### src/rtl/trit_rz_tx.sv
// trit_rz_tx: 1-of-3 return-to-zero transmitter with a symbol FIFO and a synchronized ack handshake.
// Build option: define TRIT_TX_TMR_EN to replicate the rail word on all three lanes of rail_out.
module trit_rz_tx #(
    parameter int FIFO_DEPTH     = 4,
    parameter int TIMEOUT_CYCLES = 255
) (
    input  logic       clk,
    input  logic       rst_n,
    input  logic       in_valid,
    output logic       in_ready,
    input  logic [1:0] in_trit,
    output logic [8:0] rail_out,
    input  logic       ack_in,
    output logic       busy,
    output logic       err_illegal,
    output logic       err_timeout,
    input  logic       clr_err
);
    localparam int          AW      = $clog2(FIFO_DEPTH);
    localparam bit          TO_EN   = (TIMEOUT_CYCLES != 0);
    localparam logic [15:0] TO_LAST = TO_EN ? 16'(TIMEOUT_CYCLES - 1) : 16'd0;

    typedef enum logic [1:0] {ST_IDLE, ST_DATA, ST_NULL} state_t;

    state_t      state_reg, state_next;
    logic [1:0]  fifo_mem [FIFO_DEPTH];
    logic [AW:0] wr_ptr_reg, rd_ptr_reg;
    logic        ack_meta_reg, ack_sync_reg;
    logic [15:0] cnt_reg, cnt_next;
    logic [2:0]  rail_reg, rail_next;
    logic        err_illegal_reg, err_timeout_reg;

    logic        fifo_empty, fifo_full, accept, push, illegal, pop, timeout, to_fire;
    logic [1:0]  head;

    // Extra pointer bit distinguishes full from empty when the index bits match.
    assign fifo_empty = (wr_ptr_reg == rd_ptr_reg);
    assign fifo_full  = (wr_ptr_reg[AW] != rd_ptr_reg[AW]) &&
                        (wr_ptr_reg[AW-1:0] == rd_ptr_reg[AW-1:0]);
    assign in_ready   = !fifo_full;
    assign accept     = in_valid && in_ready;
    assign push       = accept && (in_trit != 2'b11);
    assign illegal    = accept && (in_trit == 2'b11);
    assign head       = fifo_mem[rd_ptr_reg[AW-1:0]];

    always_ff @(posedge clk) begin
        if (push)
            fifo_mem[wr_ptr_reg[AW-1:0]] <= in_trit;
    end

    always_ff @(posedge clk or negedge rst_n) begin
        if (!rst_n) begin
            wr_ptr_reg <= '0;
            rd_ptr_reg <= '0;
        end else begin
            if (push)
                wr_ptr_reg <= wr_ptr_reg + 1'b1;
            if (pop)
                rd_ptr_reg <= rd_ptr_reg + 1'b1;
        end
    end

    always_ff @(posedge clk or negedge rst_n) begin
        if (!rst_n) begin
            ack_meta_reg <= 1'b0;
            ack_sync_reg <= 1'b0;
        end else begin
            ack_meta_reg <= ack_in;
            ack_sync_reg <= ack_meta_reg;
        end
    end

    assign timeout = TO_EN && (state_reg != ST_IDLE) && (cnt_reg == TO_LAST);

    // State register
    always_ff @(posedge clk or negedge rst_n) begin
        if (!rst_n)
            state_reg <= ST_IDLE;
        else
            state_reg <= state_next;
    end

    // Next-state logic
    always_comb begin
        state_next = state_reg;
        case (state_reg)
            ST_IDLE: if (!fifo_empty && !ack_sync_reg) state_next = ST_DATA;
            ST_DATA: if (ack_sync_reg || timeout)      state_next = ST_NULL;
            ST_NULL: if (!ack_sync_reg)                state_next = ST_IDLE;
            default:                                   state_next = ST_IDLE;
        endcase
    end

    // Output logic: pop strobe, next rail word, timeout event
    always_comb begin
        pop       = 1'b0;
        rail_next = rail_reg;
        to_fire   = 1'b0;
        case (state_reg)
            ST_IDLE: begin
                if (!fifo_empty && !ack_sync_reg) begin
                    pop       = 1'b1;
                    rail_next = 3'b001 << head;
                end
            end
            ST_DATA: begin
                if (ack_sync_reg) begin
                    rail_next = 3'b000;
                end else if (timeout) begin
                    rail_next = 3'b000;
                    to_fire   = 1'b1;
                end
            end
            ST_NULL: begin
                rail_next = 3'b000;
                if (ack_sync_reg && timeout)
                    to_fire = 1'b1;
            end
            default: rail_next = 3'b000;
        endcase
    end

    // Counter restarts on every state change and saturates at the timeout point.
    always_comb begin
        cnt_next = cnt_reg;
        if (state_next != state_reg)
            cnt_next = 16'd0;
        else if (state_reg != ST_IDLE && cnt_reg != TO_LAST)
            cnt_next = cnt_reg + 16'd1;
    end

    always_ff @(posedge clk or negedge rst_n) begin
        if (!rst_n) begin
            cnt_reg         <= 16'd0;
            rail_reg        <= 3'b000;
            err_illegal_reg <= 1'b0;
            err_timeout_reg <= 1'b0;
        end else begin
            cnt_reg         <= cnt_next;
            rail_reg        <= rail_next;
            err_illegal_reg <= illegal | (err_illegal_reg & ~clr_err);
            err_timeout_reg <= to_fire | (err_timeout_reg & ~clr_err);
        end
    end

    assign err_illegal = err_illegal_reg;
    assign err_timeout = err_timeout_reg;
    assign busy        = (state_reg != ST_IDLE) || !fifo_empty;

`ifdef TRIT_TX_TMR_EN
    assign rail_out = {3{rail_reg}};
`else
    assign rail_out = {6'b000_000, rail_reg};
`endif

endmodule

### config.mk
export PLATFORM = sky130hd
export DESIGN_NAME = trit_rz_tx
export DESIGN_NICKNAME = d
export VERILOG_FILES = /design/src/rtl/trit_rz_tx.sv
export SDC_FILE = /design/constraint.sdc
export NUM_CORES = 1
export LEC_CHECK = 0
export ABC_CLOCK_PERIOD_IN_PS = 5240
export CAP_MARGIN = 0
export CORE_ASPECT_RATIO = 0.8
export CORE_UTILIZATION = 67
export DETAILED_ROUTE_END_ITERATION = 8
export DONT_BUFFER_PORTS = 1
export PLACE_DENSITY_LB_ADDON = 0.2
export SLEW_MARGIN = 20
export SYNTH_ARGS = -nofsm -noshare
export SYNTH_HDL_FRONTEND = slang
export SYNTH_SLANG_ARGS = --single-unit
### constraint.sdc
create_clock -name clk -period 5.24 [get_ports clk]
set_input_delay 1.048 -clock clk [delete_from_list [all_inputs] [get_ports clk]]
set_output_delay 1.048 -clock clk [all_outputs]
set_load 0.005 [all_outputs]
# Yosys cells after proc, flatten, opt, wreduce, memory -nomap -nowiden
# Memories as Yosys holds them, arrays and structs flattened.
# Index checks and enable logic that the tools add are counted.
dict set report classes {
  shift 1
  n_div 0
  n_reduce_logical 17
  bitwise_logic 5
  n_addsub 3
  n_eq_ne 12
  mux 18
  n_lt_le_gt_ge 0
  multipliers 0
}
# operator n
set op_table {}
lappend op_table {{2-to-1 mux 16 bit} 2}
lappend op_table {{adder 16 x 1 -> 16 bit, second input constant} 1}
lappend op_table {{== test 16 x 8 -> 1 bit, second input constant} 1}
lappend op_table {{!= test 16 x 8 -> 1 bit, second input constant} 1}
lappend op_table {{2-to-1 mux 3 bit} 3}
lappend op_table {{logical AND 1 bit} 8}
lappend op_table {{2-to-1 mux 1 bit} 7}
lappend op_table {{adder 3 x 1 -> 3 bit, second input constant} 2}
lappend op_table {{2-to-1 mux 2 bit} 3}
lappend op_table {{one-hot mux 2 bit (3 select lines)} 1}
lappend op_table {{one-hot mux 3 bit (2 select lines)} 1}
lappend op_table {{== test 2 bit, second input constant} 2}
lappend op_table {{!= test 2 bit, second input constant} 2}
lappend op_table {{nonzero test 2 bit} 2}
lappend op_table {{== test 3 bit} 1}
lappend op_table {{zero test 1 bit} 3}
lappend op_table {{!= test 3 bit, second input constant} 1}
lappend op_table {{left shift 1 x 2 -> 3 bit, first input constant} 1}
lappend op_table {{AND 1 bit} 2}
lappend op_table {{== test 2 x 1 -> 1 bit, second input constant} 1}
lappend op_table {{== test 2 bit} 1}
lappend op_table {{zero test 2 bit} 1}
lappend op_table {{logical OR 1 bit} 2}
lappend op_table {{!= test 2 bit} 1}
lappend op_table {{other kinds (5)} 6}
dict set report totals {
  word_cells 66
  ramBits 8
  output_inout_bits 13
  rom_bits 0
  ff_bits 31
  mem_count 1
  inputBits 7
  latch_bits 0
}
# memory depth word_bits read_ports rd_ports_with_merged_regs write_ports line_no
set mem_list {}
lappend mem_list {fifo_mem 4 2 1 0 1 26} ;# logic [1:0] fifo_mem [FIFO_DEPTH];

# Logic depth before layout (Yosys ltp)
# Gate-level depths: netlist (run 1).
dict set report logic_depth {
  depth_word 7
  mapped_depth 8
  mapped_depth_nobuf 7
}

# Least setup slack after synthesis (run 1)
# OpenSTA, ideal clock, no wires.
dict set report synth_timing {
  kind {register to output}
  from {register state_reg[1]}
  to {output busy}
  path_buffers 1
  path_stages_with_launch 5
  arrival_time_ps 1181
  required_ps 4192
  path_slack_ps 3011
  path_cell_list {dfrtp_1 > inv_1 > ha_1 > buf_1 > nand4_1}
}
dict set report synth_between {
  elab_chain_len 2
}
# element line_no
set synth_lines {}
lappend synth_lines {{start, declared} 25} ;# state_t state_reg, state_next;
lappend synth_lines {{start signal, assigned} 80} ;# state_reg <= state_next;
lappend synth_lines {{nonzero test 2 bit} 148} ;# assign busy = (state_reg != ST_IDLE) || !fifo_empty;
lappend synth_lines {{logical OR 1 bit} 148}
lappend synth_lines {{end, declared} 14} ;# output logic busy,
# Every way passes these cells.

# Worst setup path in the final report (run 1)
# Ends and elaborated chain as after synthesis.

==> summary.txt, run 1 <==
STA
  – Slew margin rel.: 49.9%
  – Period utilization: 52.1%
  – Worst slew pin tran: 0.746 ns
  – Final hold violations: 0
  – Setup TNS: 0 ns
  – Final setup viols: 0
  – Clock Skews: 0.00899 ns
  – Min cycle time layout: 2.73 ns
  – RSZ-0062 raised after global routing: no
  – Pins Over Slew Limit: 0
  – Max Clk Rate: 0.366 GHz

Placed design
  – Dpl cell area: 2090 µm²
  – Routability cong.: 0.858
  – Post-DP HPWL: 2920 µm
  – IO Port Bufs: 0

Setup path
  – Setup Crit Path Kind: reg2out
  – R2R Setup Slk: 2.61 ns
  – R2R cell count: 6
  – Reg2reg end: cnt_reg[2]
  – Worst setup SP type: register
  – CP cell instances: inv_1 -> ha_1 -> nand4_1
  – Crit-path max FO: 13
  – FF-to-FF Start: state_reg[1]
  – WP data arrival: 1.68 ns
  – Highest cell delay on the worst timing path: 0.47 ns
  – Slowest cell on the critical path: ha_1
  – Worst Path Required: 4.19 ns
  – Setup crit end kind: output pin

Power and ir drop
  – Clock network power share: 23.7%
  – VDD IR max: 0.000344 V
  – Power share of the combinational group: 35.5%
  – Internal power: 684 µW
  – Pwr dens: 493 nW/µm²
  – Switch share: 37.3%
  – NetSw: 406 µW
  – Flop pwr share: 40.8%
  – Leakage: 0.960 nW

Synth
  – Syn_area_per_cell: 10.8 µm²
  – Gate Count Post-Synth: 193
  – Seq/Total Area, Yosys: 48.8%
  – Top_reg_cell synth: dfrtp_1
  – Seq cells post-synth: 39
  – FFs w/ async S/R, synth: 79.5%
  – Post-synth cell types: 39
  – Ys Warns: 0
  – EDFF count, synth: 8
  – Cell Area, Synth: 2080 µm²

Final layout
  – Fraction of layout cells with a size suffix above 1: 10.1%
  – Max reg flops: 16
  – Area growth syn-to-layout: 6.13%
  – Finished Cell Area: 2210 µm²
  – Nets: 215
  – Antenna diodes: 0

Flow run
  – Max-cap violation count: 0

GRT
  – Initial antenna violation count: 0
  – Gr usage total: 29.3%
  – Largest net degree at the start of global routing: 32
  – Vias in the first global route: 1,456
  – Total gr overflow: 0
  – First-pass GRT wire length: 6950 µm

Route
  – Vias: 1,475
  – Post-route ant nets: 0
  – Via/cell ratio: 6.25
  – Routed WL: 4120 µm
  – Routed wire per std cell: 17.5 µm
  – Drt first pass iters: 4
  – DR DRC count: 0
  – Initial drt markers: 203

Clock tree
  – CTS tree: built
  – CTS root buf: clkbuf_8
  – Clock-pin slew on the worst setup and hold paths: 0.08 ns
  – Worst-Skew Late Latency: 0.30 ns
  – CTS Hold Bufs: 0
  – H-tree depth: 2
  – Clock sink total: 39
  – PostCTS Resize Cnt: 0
  – Num CTS Buffers: 5
  – Max Root-Sink Buffers: 2
  – Post-CTS Setup Inserts: 0

Floorplan
  – Chip Height: 51.9 µm
  – # rows: 17
  – Horiz. Die Dim: 64.3 µm
  – Initial core utilization: 73.0%
  – I/O pins: 20
  – Die area: 3340 µm²
  – Core region area: 2850 µm²

Min path
  – Hold Crit Depth: 0
  – Min-delay src: ack_meta_reg
  – Hold EP: ack_sync_reg
  – Tightest Hold Check Type: reg2reg

Status
  – Outcome: completed
-- how the worst max path moves through the flow --
stage,from,endpoint,cells past startpoint
finish,state_reg[1],busy,3
global route,state_reg[1],cnt_reg[1],6
CTS,state_reg[1],busy,3
detailed placement,cnt_reg[13],cnt_reg[4],5
global placement,cnt_reg[14],cnt_reg[12],5
floorplan,state_reg[1],busy,4
-- Yosys cell counts (2+ instances only) --
library cell / number / area (µm²)
and2_1: 6 / 37.5
nand3_1: 5 / 25.0
and4_1: 2 / 17.5
xor2_1: 11 / 96.3
nand4_1: 6 / 37.5
nand2_1: 12 / 45.0
o32ai_1: 2 / 17.5
a211oi_1: 2 / 15.0
xnor2_1: 9 / 78.8
mux4_2: 2 / 45.0
o22ai_1: 2 / 12.5
buf_4: 7 / 52.6
nor2_1: 26 / 97.6
a31oi_1: 2 / 12.5
ha_1: 11 / 138
o21ai_0: 3 / 15.0
nor3b_1: 2 / 15.0
a21oi_1: 3 / 15.0
inv_1: 9 / 33.8
nor3_1: 7 / 35.0
nand3b_1: 4 / 30.0
and3_1: 2 / 12.5
edfxtp_1: 8 / 240
mux2_2: 4 / 45.0
and4b_1: 2 / 20.0
dfrtp_1: 31 / 776
-- through the flow --
stage / instances / power, mW / hold WS, ns / util, % / worst slack, ns
after floorplan: 198 / 0.746 / 0.331 / - / 3.01
after global placement: 228 / 0.797 / 0.343 / 73.4 / 2.90
after detailed placement: 228 / 0.824 / 0.348 / 73.4 / 2.80
after CTS: 236 / 1.09 / 0.365 / 77.5 / 2.54
after global routing: 236 / 1.16 / 0.376 / 77.5 / 2.42
final: 236 / 1.09 / 0.364 / 77.5 / 2.51
-- layout make-up --
type	instances	area, µm²
clock buffer	6	82.6
clock inverter	2	35.0
fill	192	641
inverter	9	33.8
multi-input combinational	142	995
sequential	39	1020
tap	38	47.5
-- kinds of logic (layout without fill, tap and decap cells) --
| logic type | after synthesis | after routing | share of synthesized area [%] |
|---|---|---|---|
| and+or+nand+nor | 81 | 81 | 21.3 |
| buffers and inverters | 17 | 17 | 4.33 |
| DFF | 39 | 39 | 48.8 |
| muxes | 6 | 6 | 4.33 |
| xor gates and xnor gates | 20 | 20 | 8.41 |
| AOI/OAI and AO/OA | 18 | 18 | 6.01 |
| other | 1 | 6 | 0.180 |
| adders and majority gates | 11 | 11 | 6.61 |
-- placed cells by master (no fill, tap or decap), drive strengths merged, types with 3 or more instances in the layout --
master,count
dfrtp,31
nor2,27
nand2,12
xor2,11
ha,11
inv,9
xnor2,9
edfxtp,8
nor3,7
nand4,6
and2,6
conb,6
clkbuf,6
nand3,5
nand3b,4
mux2,4
o21ai,3
a21oi,3
a211oi,3
and4b,3
-- worst max-delay path: cells and delay by family, from the launching register on --
kind,cells,cell delay [ns]
adder cells (fa/ha/maj),1,0.47
buffers and inverters,1,0.18
flip-flops,1,0.46
AND/OR/NAND/NOR,1,0.27
-- metal layers --
metal / track usage, % / part of all wire [%] / up-vias
met3: 9.21 / 6.5 / 9
met5: 0 / 0 / -
li1: - / - / 676
met1: 37.8 / 44 / 722
met4: 11.5 / 1.7 / 0
met2: 46.3 / 47 / 68
-- power by group through the flow --
stage,registers (mW),logic (mW),clock network (mW)
4_1_cts,0.444,0.382,0.262
3_3_place_gp,0.440,0.357,0
3_5_place_dp,0.448,0.376,0
2_1_floorplan,0.428,0.317,0
6_report,0.445,0.387,0.259
5_1_grt,0.451,0.433,0.274
Power figures use the tool's default switching activity.
==> run 2: changes to the inputs <==
- ABC_AREA: default -> 1
- ABC_CLOCK_PERIOD_IN_PS: 5240 -> 2700
- CORE_UTILIZATION: 67 -> 63
- clock period: 5.24 -> 2.7 ns (I/O delays scaled with it)
==> run 2 against run 1 <==
Effect of this change: sequential cell count stayed put; first-iteration DRC count shrank 67%; power grew 110%; routed wire length is 8.2% lower; sequential power rose by 84%; critical path depth is 7 higher; clock skew decreased by 0.0032 ns; synthesized cell count grew 33%; core utilization shrank 8.1 points; critical path type is now reg2reg; non-clock buffer count grew 1; final area grew 9.1%; clock-buffer cell count increased by 1.
==> summary.txt, run 2 <==
Final layout
  – Highest-count cells in the layout ignoring fill and taps: 48 x nand2_1, 31 x dfrtp_1, 30 x nor2_1, 25 x inv_1, 15 x xor2_1
  – Nets: 279
  – Fraction of layout cells with a size suffix above 1: 17.2%
  – Max reg flops: 16
  – Finished Cell Area: 2410 µm²
  – Antenna diodes: 0
  – Area growth syn-to-layout: 4.79%
  – Most common cell after layout, fill and taps aside: nand2_1

Power and ir drop
  – Pwr dens: 932 nW/µm²
  – Internal power: 1.21 mW
  – Power share of the combinational group: 46.0%
  – Clock network power share: 17.5%
  – Switch share: 46.0%
  – Leakage: 1.10 nW
  – NetSw: 1.03 mW
  – Flop pwr share: 36.5%
  – VDD IR max: 0.000792 V

Placed design
  – Routability cong.: 0.803
  – IO Port Bufs: 0
  – Dpl cell area: 2300 µm²
  – Post-DP HPWL: 2850 µm

Synth
  – Seq cells post-synth: 39
  – Count leader, synth: nand2_1
  – Gate Count Post-Synth: 256
  – Leading area contributor after synthesis: dfrtp_1
  – Top_reg_cell synth: dfrtp_1
  – FFs w/ async S/R, synth: 79.5%
  – Cell Area, Synth: 2300 µm²
  – Ys Warns: 0
  – Commonest cells post-synth: 48 x nand2_1, 31 x dfrtp_1, 30 x nor2_1, 25 x inv_1, 15 x xor2_1
  – Syn_area_per_cell: 8.98 µm²
  – Top-area cell type share of the netlist area: 33.7%
  – Area contributors post-synth: dfrtp_1 34%, edfxtp_1 10%, nand2_1 7.8%, ha_1 6.0%, nor2_4 5.9%
  – Post-synth cell types: 30
  – Seq/Total Area, Yosys: 44.2%
  – EDFF count, synth: 8

Clock tree
  – Num CTS Buffers: 5
  – CTS root buf: clkbuf_8
  – CTS tree: built
  – Clock sink total: 39
  – Max Root-Sink Buffers: 2
  – Post-CTS Setup Inserts: 0
  – H-tree depth: 2
  – Clock-pin slew on the worst setup and hold paths: 0.07 ns
  – Worst-Skew Late Latency: 0.29 ns
  – PostCTS Resize Cnt: 0
  – CTS Hold Bufs: 1

STA
  – Clock Skews: 0.00576 ns
  – Final hold violations: 0
  – Final setup viols: 0
  – Period utilization: 75.3%
  – Max Clk Rate: 0.492 GHz
  – Setup TNS: 0 ns
  – Pins Over Slew Limit: 0
  – RSZ-0062 raised after global routing: no
  – Min cycle time layout: 2.03 ns

Setup path
  – Worst setup SP type: register
  – Setup Crit Path Kind: reg2reg
  – Setup crit end kind: register
  – Crit-path max FO: 16
  – WP data arrival: 2.24 ns
  – Worst Path Required: 2.91 ns

Route
  – Vias: 1,556
  – Via/cell ratio: 5.12
  – Post-route ant nets: 0
  – Initial drt markers: 66
  – Drt first pass iters: 4
  – DR DRC count: 0
  – Routed WL: 3790 µm
  – Routed wire per std cell: 12.5 µm

Min path
  – Tightest Hold Check Type: in2async

Floorplan
  – I/O pins: 20
  – Chip Height: 56.0 µm
  – # rows: 19
  – Die area: 3900 µm²
  – Initial core utilization: 66.3%
  – Horiz. Die Dim: 69.6 µm
  – Core region area: 3470 µm²

GRT
  – Vias in the first global route: 1,393
  – Total gr overflow: 0
  – Initial antenna violation count: 0
  – Gr usage total: 22.3%
  – First-pass GRT wire length: 6540 µm
  – Largest net degree at the start of global routing: 32

Flow run
  – Max-cap violation count: 0

Status
  – Outcome: completed
[run 2: cells by family (layout without fill, tap and decap cells)]
| kind of cell | count (synthesis) | after routing | synth area share (%) |
|---|---|---|---|
| xor+xnor | 18 | 18 | 6.86 |
| mux | 1 | 1 | 0.435 |
| flops | 39 | 39 | 44.2 |
| compound gates | 15 | 15 | 3.81 |
| simple gates | 131 | 131 | 30.2 |
| buf+inv | 40 | 41 | 8.38 |
| fa+ha+maj | 11 | 11 | 5.98 |
| other cells | 1 | 6 | 0.163 |
[run 2: metrics by stage]
step / total power, mW / worst slack (ns) / std cells / util [%] / hold slack, ns
after global placement: 1.82 / 0.740 / 295 / 66.2 / 0.245
after global routing: 2.44 / 0.442 / 304 / 69.4 / 0.0657
after detailed placement: 1.84 / 0.670 / 295 / 66.2 / 0.245
after CTS: 2.26 / 0.656 / 304 / 69.4 / 0.0686
final: 2.25 / 0.666 / 304 / 69.4 / 0.0639
after floorplan: 1.74 / 0.939 / 261 / - / 0.244
[run 2: cell type report]
class	instances	area (µm²)
multi-input cells	182	1110
fillers	279	1060
flip-flops and latches	39	1020
inverters	32	120
clock buffers	7	86.3
well taps	42	52.6
repair buffers	1	20.0
clock inverters	1	5.00
[run 2: final timing paths]
check | slack [ns] | cells past startpoint | end | start
max in group asynchronous | 2.46 | 1 | cnt_reg[7] | rst_n
worst min-delay path | 0.06 | 1 | cnt_reg[9] | rst_n
min in group clk | 0.28 | 0 | ack_meta_reg | ack_in
worst max register to register | 0.67 | 10 | cnt_reg[2] | state_reg[1]
worst min register to register | 0.35 | 0 | ack_sync_reg | ack_meta_reg
worst max-delay path | 0.67 | 10 | cnt_reg[2] | state_reg[1]
[run 2: layer usage]
layer / share of wire (%) / vias to the layer above / wire length, µm / GRT usage (%)
met5: 0 / - / 0 / 0
met4: 0.87 / 0 / 33 / 7.87
met3: 3.6 / 4 / 137 / 6.16
met2: 40 / 29 / 1500 / 29.5
met1: 56 / 718 / 2110 / 34.6
li1: - / 805 / - / -
[run 2: worst max-delay path, cell delays in order, from the launching register on]
cell     delay (ns)
dfrtp_1        0.42
inv_1          0.14
ha_1           0.33
inv_1          0.15
nand3_2        0.10
nand2_2        0.06
nand2_2        0.08
nand3_1        0.09
nand2_2        0.10
nand3_4        0.30
nor2_1         0.19
[run 2: power groups by stage]
stage          clock network [mW]  registers [mW]  logic (mW)
2_1_floorplan                   0           0.803       0.940
3_3_place_gp                    0           0.823       0.999
3_5_place_dp                    0           0.829        1.01
4_1_cts                     0.405           0.818        1.03
5_1_grt                     0.427           0.838        1.17
6_report                    0.393           0.819        1.03
